File: config.mk
export PLATFORM = sky130hd
export DESIGN_NAME = hazard_unit
export DESIGN_NICKNAME = d
export VERILOG_FILES = /design/src/rtl/hazard_pkg.sv /design/src/rtl/hazard_scoreboard.sv /design/src/rtl/hazard_unit.sv
export SDC_FILE = /design/constraint.sdc
export NUM_CORES = 1
export LEC_CHECK = 0
export ABC_AREA = 1
export CAP_MARGIN = 40
export CORE_MARGIN = 2
export CORE_UTILIZATION = 50
export DETAILED_ROUTE_END_ITERATION = 10
export GPL_TIMING_DRIVEN = 0
export MAX_ROUTING_LAYER = met4
export PLACE_DENSITY_LB_ADDON = 0.08
export SETUP_SLACK_MARGIN = 0.4
export SLEW_MARGIN = 0
export SYNTH_ARGS = -nofsm -noshare
export SYNTH_HDL_FRONTEND = slang
export SYNTH_SLANG_ARGS = --single-unit
File: constraint.sdc
create_clock -name Clock -period 2.33 [get_ports Clock]
set_clock_uncertainty 0.1 [all_clocks]
set_input_delay 0.233 -clock Clock [delete_from_list [all_inputs] [get_ports Clock]]
set_output_delay 0.233 -clock Clock [all_outputs]
set_load 0.01 [all_outputs]
File: src/rtl/hazard_pkg.sv
// Shared constants and enums for the hazard/forwarding control block.
package hazard_pkg;

  localparam int NUM_REGS   = 8;
  localparam int WORD_SIZE  = 32;
  localparam int NUM_STAGES = 6;

  typedef enum logic [2:0] {
    ST_FETCH,
    ST_DECODE,
    ST_EXECUTE,
    ST_MEM1,
    ST_MEM2,
    ST_WB
  } stage_e;

  typedef enum logic [1:0] {
    HZ_RUN,
    HZ_MEM_WAIT,
    HZ_ERROR
  } hz_state_e;

endpackage

File: src/rtl/hazard_scoreboard.sv
// Producer shift table plus nearest-producer match for both Decode sources.
module hazard_scoreboard #(
  parameter int NUM_REGS = 8,
  parameter int DEPTH    = 4,
  localparam int RB      = $clog2(NUM_REGS),
  localparam int SB      = $clog2(DEPTH)
) (
  input  logic          clk_i,
  input  logic          rst_i,
  input  logic          adv_i,
  input  logic          ins_valid_i,
  input  logic [RB-1:0] ins_rd_i,
  input  logic          ins_load_i,
  input  logic [RB-1:0] src_x_i,
  input  logic          use_x_i,
  input  logic [RB-1:0] src_y_i,
  input  logic          use_y_i,
  output logic          hit_x_o,
  output logic          load_x_o,
  output logic [SB-1:0] slot_x_o,
  output logic          hit_y_o,
  output logic          load_y_o,
  output logic [SB-1:0] slot_y_o
);
  import hazard_pkg::*;

  logic [DEPTH-1:0]         valid_q;
  logic [DEPTH-1:0]         ld_q;
  logic [DEPTH-1:0][RB-1:0] rd_q;

  always_ff @(posedge clk_i) begin
    if (rst_i) begin
      valid_q <= '0;
      ld_q    <= '0;
      rd_q    <= '0;
    end else if (adv_i) begin
      valid_q <= {valid_q[DEPTH-2:0], ins_valid_i};
      ld_q    <= {ld_q[DEPTH-2:0], ins_load_i};
      rd_q    <= {rd_q[DEPTH-2:0], ins_rd_i};
    end
  end

  // Scan oldest to youngest so the nearest producer wins.
  always_comb begin
    hit_x_o  = 1'b0;
    load_x_o = 1'b0;
    slot_x_o = '0;
    hit_y_o  = 1'b0;
    load_y_o = 1'b0;
    slot_y_o = '0;
    for (int i = DEPTH-1; i >= 0; i--) begin
      if (valid_q[i] && rd_q[i] == src_x_i) begin
        hit_x_o  = 1'b1;
        load_x_o = ld_q[i];
        slot_x_o = SB'(i);
      end
      if (valid_q[i] && rd_q[i] == src_y_i) begin
        hit_y_o  = 1'b1;
        load_y_o = ld_q[i];
        slot_y_o = SB'(i);
      end
    end
    if (!use_x_i || src_x_i == RB'(NUM_REGS-1)) begin
      hit_x_o  = 1'b0;
      load_x_o = 1'b0;
      slot_x_o = '0;
    end
    if (!use_y_i || src_y_i == RB'(NUM_REGS-1)) begin
      hit_y_o  = 1'b0;
      load_y_o = 1'b0;
      slot_y_o = '0;
    end
  end

endmodule

File: src/rtl/hazard_unit.sv
// Pipeline hazard control: forwarding select, load-use, memory wait,
// flush and timeout, with a saturating stall-cycle counter.
module hazard_unit #(
  parameter int NUM_REGS        = hazard_pkg::NUM_REGS,
  parameter int DEPTH           = 4,
  parameter int LOAD_READY_SLOT = 2,
  parameter int MAX_WAIT        = 15,
  parameter int NUM_STAGES      = hazard_pkg::NUM_STAGES,
  localparam int RB             = $clog2(NUM_REGS),
  localparam int SB             = $clog2(DEPTH),
  localparam int WB             = $clog2(MAX_WAIT+1)
) (
  input  logic                  Clock,
  input  logic                  Reset,
  input  logic                  dec_valid,
  input  logic [RB-1:0]         dec_rX,
  input  logic [RB-1:0]         dec_rY,
  input  logic                  dec_use_x,
  input  logic                  dec_use_y,
  input  logic                  dec_wb,
  input  logic                  dec_load,
  input  logic                  branch_taken,
  input  logic                  mem_req,
  input  logic                  DataDone,
  output logic [NUM_STAGES-1:0] stall_vec,
  output logic [NUM_STAGES-1:0] bubble_vec,
  output logic                  fwd_x_en,
  output logic                  fwd_y_en,
  output logic [SB-1:0]         fwd_x_slot,
  output logic [SB-1:0]         fwd_y_slot,
  output logic                  mem_timeout,
  output logic [15:0]           stall_cycles
);
  import hazard_pkg::*;

  localparam logic [1:0] S_RUN      = HZ_RUN;
  localparam logic [1:0] S_MEM_WAIT = HZ_MEM_WAIT;
  localparam logic [1:0] S_ERROR    = HZ_ERROR;

  logic [1:0]    state_q, state_d;
  logic [WB-1:0] cnt_q, cnt_d, cnt_inc;
  logic          tmo_q, tmo_d;
  logic [15:0]   scnt_q, scnt_d;

  logic          hit_x, load_x, hit_y, load_y;
  logic [SB-1:0] slot_x, slot_y;
  logic          run, mw, err, pend;
  logic          x_lu, y_lu, flush, lu, adv, ins_valid;

  assign run = state_q == S_RUN;
  assign mw  = state_q == S_MEM_WAIT;
  assign err = state_q == S_ERROR;

  // Pending covers the first missed cycle in RUN, so the stall is
  // visible the same cycle DataDone fails to arrive.
  assign pend  = ((run && mem_req) || mw) && !DataDone;
  assign flush = !err && !pend && branch_taken;

  assign x_lu = hit_x && load_x && int'(slot_x) < LOAD_READY_SLOT;
  assign y_lu = hit_y && load_y && int'(slot_y) < LOAD_READY_SLOT;
  assign lu   = !err && !pend && !flush && (x_lu || y_lu);

  assign adv       = !err && !pend;
  assign ins_valid = dec_valid && dec_wb && !flush && !lu;

  hazard_scoreboard #(
    .NUM_REGS (NUM_REGS),
    .DEPTH    (DEPTH)
  ) u_sb (
    .clk_i       (Clock),
    .rst_i       (Reset),
    .adv_i       (adv),
    .ins_valid_i (ins_valid),
    .ins_rd_i    (dec_rX),
    .ins_load_i  (dec_load),
    .src_x_i     (dec_rX),
    .use_x_i     (dec_use_x),
    .src_y_i     (dec_rY),
    .use_y_i     (dec_use_y),
    .hit_x_o     (hit_x),
    .load_x_o    (load_x),
    .slot_x_o    (slot_x),
    .hit_y_o     (hit_y),
    .load_y_o    (load_y),
    .slot_y_o    (slot_y)
  );

  assign fwd_x_en   = !Reset && hit_x && !x_lu;
  assign fwd_y_en   = !Reset && hit_y && !y_lu;
  assign fwd_x_slot = slot_x;
  assign fwd_y_slot = slot_y;

  always_comb begin
    stall_vec  = '0;
    bubble_vec = '0;
    if (Reset) begin
      stall_vec  = '0;
    end else if (err) begin
      stall_vec  = '1;
    end else if (pend) begin
      stall_vec[int'(ST_FETCH)]   = 1'b1;
      stall_vec[int'(ST_DECODE)]  = 1'b1;
      stall_vec[int'(ST_EXECUTE)] = 1'b1;
      stall_vec[int'(ST_MEM1)]    = 1'b1;
      bubble_vec[int'(ST_MEM2)]   = 1'b1;
    end else if (flush) begin
      bubble_vec[int'(ST_FETCH)]  = 1'b1;
      bubble_vec[int'(ST_DECODE)] = 1'b1;
    end else if (lu) begin
      stall_vec[int'(ST_FETCH)]    = 1'b1;
      stall_vec[int'(ST_DECODE)]   = 1'b1;
      bubble_vec[int'(ST_EXECUTE)] = 1'b1;
    end
  end

  always_comb begin
    state_d = state_q;
    cnt_d   = cnt_q;
    tmo_d   = tmo_q;
    cnt_inc = run ? WB'(1) : cnt_q + WB'(1);
    if (err) begin
      state_d = S_ERROR;
    end else if (pend) begin
      cnt_d = cnt_inc;
      if (cnt_inc == WB'(MAX_WAIT)) begin
        state_d = S_ERROR;
        tmo_d   = 1'b1;
      end else begin
        state_d = S_MEM_WAIT;
      end
    end else begin
      state_d = S_RUN;
      cnt_d   = '0;
    end
  end

  always_comb begin
    scnt_d = scnt_q;
    if (|stall_vec && scnt_q != 16'hFFFF) begin
      scnt_d = scnt_q + 16'd1;
    end
  end

  always_ff @(posedge Clock) begin
    if (Reset) begin
      state_q <= S_RUN;
      cnt_q   <= '0;
      tmo_q   <= 1'b0;
      scnt_q  <= '0;
    end else begin
      state_q <= state_d;
      cnt_q   <= cnt_d;
      tmo_q   <= tmo_d;
      scnt_q  <= scnt_d;
    end
  end

  assign mem_timeout  = tmo_q;
  assign stall_cycles = scnt_q;

endmodule
Word level (Yosys, flattened, before mapping)

Index checks and enable logic that the tools add are counted.

Add/subtract/negate cells: 2
$lt $le $gt $ge: 2
Eq/ne operators: 14
Mux-type cells: 51
Bitwise gates (word level): 2
Reductions and logical operators: 44

Operator list:

| operator              | count |
|---|---|
| $mux 2                | 19 |
| $logic_and 1x1->1     | 26 |
| $mux 1                | 25 |
| $eq 3x3->1            | 8 |
| $add 16x1->16 const B | 1 |
| $ne 16x16->1 const B  | 1 |
| $mux 4                | 3 |
| $logic_not 1->1       | 10 |
| $mux 3                | 3 |
| $eq 3x3->1 const B    | 2 |
| $mux 6                | 1 |
| $reduce_or 6->1       | 1 |
| $add 4x1->4 const B   | 1 |
| $eq 4x4->1 const B    | 1 |
| $logic_or 1x1->1      | 4 |
| $lt 2x2->1 const B    | 2 |
| $reduce_and 3->1      | 1 |
| $reduce_or 3->1       | 1 |
| $eq 2x1->1 const B    | 1 |
| $eq 2x2->1 const B    | 1 |
| $logic_not 2->1       | 1 |
| $not 1->1             | 2 |

Register bits after elaboration: 43
Input port bits: 16
Output and inout bits: 35
Logic and storage cells: 126

Logic depth before layout (Yosys ltp)

Word-level depth: 18
Depth in mapped cells: 17
Depth with buffers taken out: 15

Hierarchy

A second synthesis with hierarchy kept.

Cell total of the unflattened synthesis: 423
Area total of the unflattened synthesis: 2741.4 um2

By module, submodules not included:

| module            | times used | cells an instance | area an instance (um2) | sequential area each (um2) |
|---|---|---|---|---|
| hazard_unit       | 1          | 220               | 1475.2                 | 460.4 |
| hazard_scoreboard | 1          | 203               | 1266.2                 | 400.4 |

Worst setup path after synthesis

OpenSTA, ideal clock, no wires.

Path type: flip-flop to flip-flop
Start point: reg scnt_q[0] (netlist: stall_cycles[0])
End point: reg scnt_q[0] (netlist: stall_cycles[0])
Setup time: 0.115 ns
Arrival time: 1.706 ns
Required time: 2.115 ns
Path slack: 0.409 ns
Cell stages (with the launch flop): 8
Buffers on the path: 1
Clock period less this slack: 1.921 ns
Cells stage by stage: dfxtp_1 > ha_1 > nand3_2 > nor4_4 > nand4_4 > buf_4 > a21oi_1 > nor2_1

Word-level cells in the longest chain between the ends: 2
Elaborated cells between the ends (all ways): 3
Classes of those cells: 1 x add/sub; 1 x eq/ne; 1 x reduce/logical

RTL lines:

| element                                                               | line               | source |
|---|---|---|
| start, declared                                                       | hazard_unit.sv:43  | `logic [15:0] scnt_q, scnt_d;` |
| start signal, assigned                                                | hazard_unit.sv:154 | `scnt_q <= scnt_d;` |
| parallel branches: the longest is 2 deep, another holds $add 16x1->16 | --                 |  |

Parallel ways; which one is timed is not known.
A chain may end at the register's enable or synchronous reset.

Worst setup path in the final report

Start point: in dec_rX[1]
End point: out stall_vec[1]

Word-level cells in the longest chain between the ends: 16
Elaborated cells between the ends (all ways): 35
Classes of those cells: 1 x order compare; 5 x eq/ne; 20 x mux; 9 x reduce/logical

RTL lines:

| element                                         | line                    | source |
|---|---|---|
| start, declared                                 | hazard_unit.sv:16       | `input logic [RB-1:0] dec_rX,` |
| $eq 3x3->1                                      | hazard_scoreboard.sv:52 | `if (valid_q[i] && rd_q[i] == src_x_i) begin` |
| $logic_and 1x1->1                               | hazard_scoreboard.sv:52 |  |
| $mux 2 or $mux 1 (tied branches) (4 in series)  | hazard_scoreboard.sv:52 |  |
| $mux 2 or $mux 1 (tied branches)                | hazard_scoreboard.sv:63 | `if (!use_x_i \|\| src_x_i == RB'(NUM_REGS-1)) begin` |
| $lt 2x2->1 or $logic_and 1x1->1 (tied branches) | hazard_unit.sv:59       | `assign x_lu = hit_x && load_x && int'(slot_x) < LOAD_READY_SLOT;` |
| $logic_and 1x1->1 *                             | hazard_unit.sv:59       |  |
| $logic_or 1x1->1 *                              | hazard_unit.sv:61       | `assign lu = !err && !pend && !flush && (x_lu \|\| y_lu);` |
| $logic_and 1x1->1 *                             | hazard_unit.sv:61       |  |
| $mux 2 *                                        | hazard_unit.sv:109      | `end else if (lu) begin` |
| $mux 2 *                                        | hazard_unit.sv:106      | `end else if (flush) begin` |
| $mux 2 *                                        | hazard_unit.sv:100      | `end else if (pend) begin` |
| $mux 4 *                                        | hazard_unit.sv:98       | `end else if (err) begin` |
| $mux 6 *                                        | hazard_unit.sv:96       | `if (Reset) begin` |
| end, declared                                   | hazard_unit.sv:25       | `output logic [NUM_STAGES-1:0] stall_vec,` |

Every way passes the cells marked *; elsewhere a longest branch is shown, timed or not.

==> flow_summary.yaml <==
critical_path:
  worstSetupPathType: "primary input to output pin"
  path_max_fanout: 6
  critPathLaunch: "dec_rX[1]"
  cp.arrival_ns: 1.99
  cp-end-kind: "output pin"
  rr_startpoint: "u_sb.rd_q[5]"
  start_kind: "primary input"
  required_ns: 2.00
power:
  cellLeakagePower_nw: 1.72
  pwr_density_cell_nw_per_um2: 397
  vdd_drop_max_mv: 0.361
run:
  cap_violations: 0
clocking:
  clk_pin_slew_ns: 0.09
  htree_levels: 2
  clk_latency_ns: 0.30
  cts_buffer_depth: 2
  cts_made_buffers: 5
  cts_tree: "yes"
  cts.root.buffer_cell: "clkbuf_8"
  clock_sinks: 43
synthesis:
  netlist_area_um2: 2680
  avgSynthCellArea_um2: 7.24
  synth_seq_area_share_pct: 32.1
  async_flop_share_pct: 0
  synth.largest_area_cell: "dfxtp_1"
  ys.flop_type: "dfxtp_1"
  synth_cell_types: 35
  synth_area_leaders: "dfxtp_1, nand2_1, nor2_1"
  synth_common_cells: "nand2_1, dfxtp_1, nor2_1"
  ys_seq_elements: 43
  synthCells: 370
  synth_top_area_share_pct: 32.1
  yosysWarnings: 0
  synth-edff-count: 0
  yosys.cell_count.top_type: "nand2_1"
route:
  wl_um: 8770
  first_pass_iters: 4
  first_iter_violations: 236
  route.detailed.drc: 0
  wl_per_cell_um: 16.5
  num_vias: 2949
  vias_per_cell: 5.56
  ant_nets: 0
timing:
  period_minus_slack_ns: 2.33
  setup_viol: 0
  clock.fmax_ghz: 0.430
  whs_ns: 0.264
  drv_slew: 0
  hold_viol_final: 0
  finalCritPeriodShare_pct: 99.8
  grt_setup_unrepaired: "true"
cells_and_area:
  area_growth_pct: 50.4
  insertedDiodeCount: 0
  fin_util_pct: 78.4
  drive_gt1_share_pct: 42.6
  nets: 477
place:
  io_buffers: 47
  place_congestion: 0.865
  hpwl_um: 5060
floorplanning:
  die_height_um: 77.2
  ioPinCount: 51
  row_count: 26
  die_w_um: 77.2
  design.die.area_um2: 5960
  start_util_pct: 52.1
  core-area_um2: 5140
worst_hold_path:
  min_from: "dec_rX[2]"
  hp-class: "primary input to flop"
grt:
  grtUsageTotal_pct: 27.2
  grt_first_pass_wirelength_um: 12700
  grt_max_degree: 13
  grt_pass1_vias: 2544
  overflow: 0
  antenna_found_initial: 0
status:
  outcome: "finished, final reports clean"
power breakdown:
group	internal (mW)	switching [mW]	total, mW	leakage [nW]
sequential	0.747	0.0215	0.769	0.358
combinational	0.135	0.165	0.301	1.31
clock	0.271	0.261	0.532	0.0515
kinds of logic after synthesis:
family	Yosys count	synth area share, %
AND/OR/NAND/NOR	195	37.7
AO/OA/AOI/OAI	55	12.9
buffers and inverters	55	9.94
flip-flops	43	32.1
XOR/XNOR	19	6.21
adder cells (fa/ha/maj)	2	0.934
other	1	0.140
worst max-delay path, cell delays in order:
cell	delay (ns)
dlygate4sd2_1	0.34
inv_2	0.13
a21oi_1	0.28
nand4_1	0.14
nand3_1	0.10
nand2_1	0.07
nand2_2	0.10
nand2_4	0.08
nand2_4	0.10
nand2_8	0.07
buf_12	0.14
buf_6	0.10
buf_6	0.11
layout by cell type, fill, tap and decap left out, drive strengths merged, types with 8 or more instances in the layout:
cell | Yosys | layout
a21oi | 26 | 26
buf | 10 | 55
clkbuf | 5 | 14
clkdlybuf4s50 | 0 | 24
dfxtp | 43 | 43
inv | 40 | 40
nand2 | 96 | 96
nand3 | 37 | 37
nand4 | 9 | 9
nor2 | 42 | 42
o21ai | 8 | 8
o22ai | 17 | 17
xnor2 | 9 | 9
xor2 | 10 | 10
state kept, by name, summed over array words and instances (netlist names):
| signal | count |
|---|---|
| cnt_q | 4 |
| mem_timeout | 1 |
| stall_cycles | 16 |
| state_q | 2 |
| u_sb.ld_q | 4 |
| u_sb.rd_q | 12 |
| u_sb.valid_q | 4 |
cell type report:
class,instances,area (µm²)
buffer,15,171
sequential,43,898
inverter,40,160
timing repair buffer,81,751
tap,70,87.6
fill,393,1110
multi-input combinational,273,1860
clock buffer,8,100
metrics by stage:
stage | TNS [ns] | total power, mW | cells | worst slack (ns) | area, µm²
final | 0 | 1.60 | 530 | 0.00421 | 4030
after global routing | -0.145 | 1.66 | 530 | -0.0979 | 4030
after CTS | 0 | 1.54 | 520 | 0.0712 | 3640
after detailed placement | -8.18 | 0.980 | 488 | -0.731 | 3240
after global placement | -8.16 | 0.978 | 488 | -0.742 | 3240
after floorplan | 0 | 0.904 | 371 | 0.409 | 2680
per-layer routing:
layer	vias up	GRT usage [%]	share of wire, %	wire (µm)
met5	-	-	0	0
met4	0	5.89	2.3	203
met3	25	3.88	6.2	546
met2	140	43.1	48	4230
met1	1385	37.0	43	3790
li1	1399	-	-	-
worst paths after layout:
check	end	slack [ns]	cells past startpoint
worst min-delay path	u_sb.rd_q[2]	0.26	3
worst min register to register	mem_timeout	0.36	2
worst max register to register	stall_cycles[11]	0.18	17
worst max-delay path	stall_vec[1]	0.004	13
repair_timing:
item	4_1_cts	5_1_grt
hold buffers	0	0
setup buffers	23	10
endpoints found under the hold margin	0	0
pin swaps	19	19
gates resized for setup	102	98
gates cloned	1	0
endpoints found under the setup margin	42	41
(Power assumes the default switching activity.)
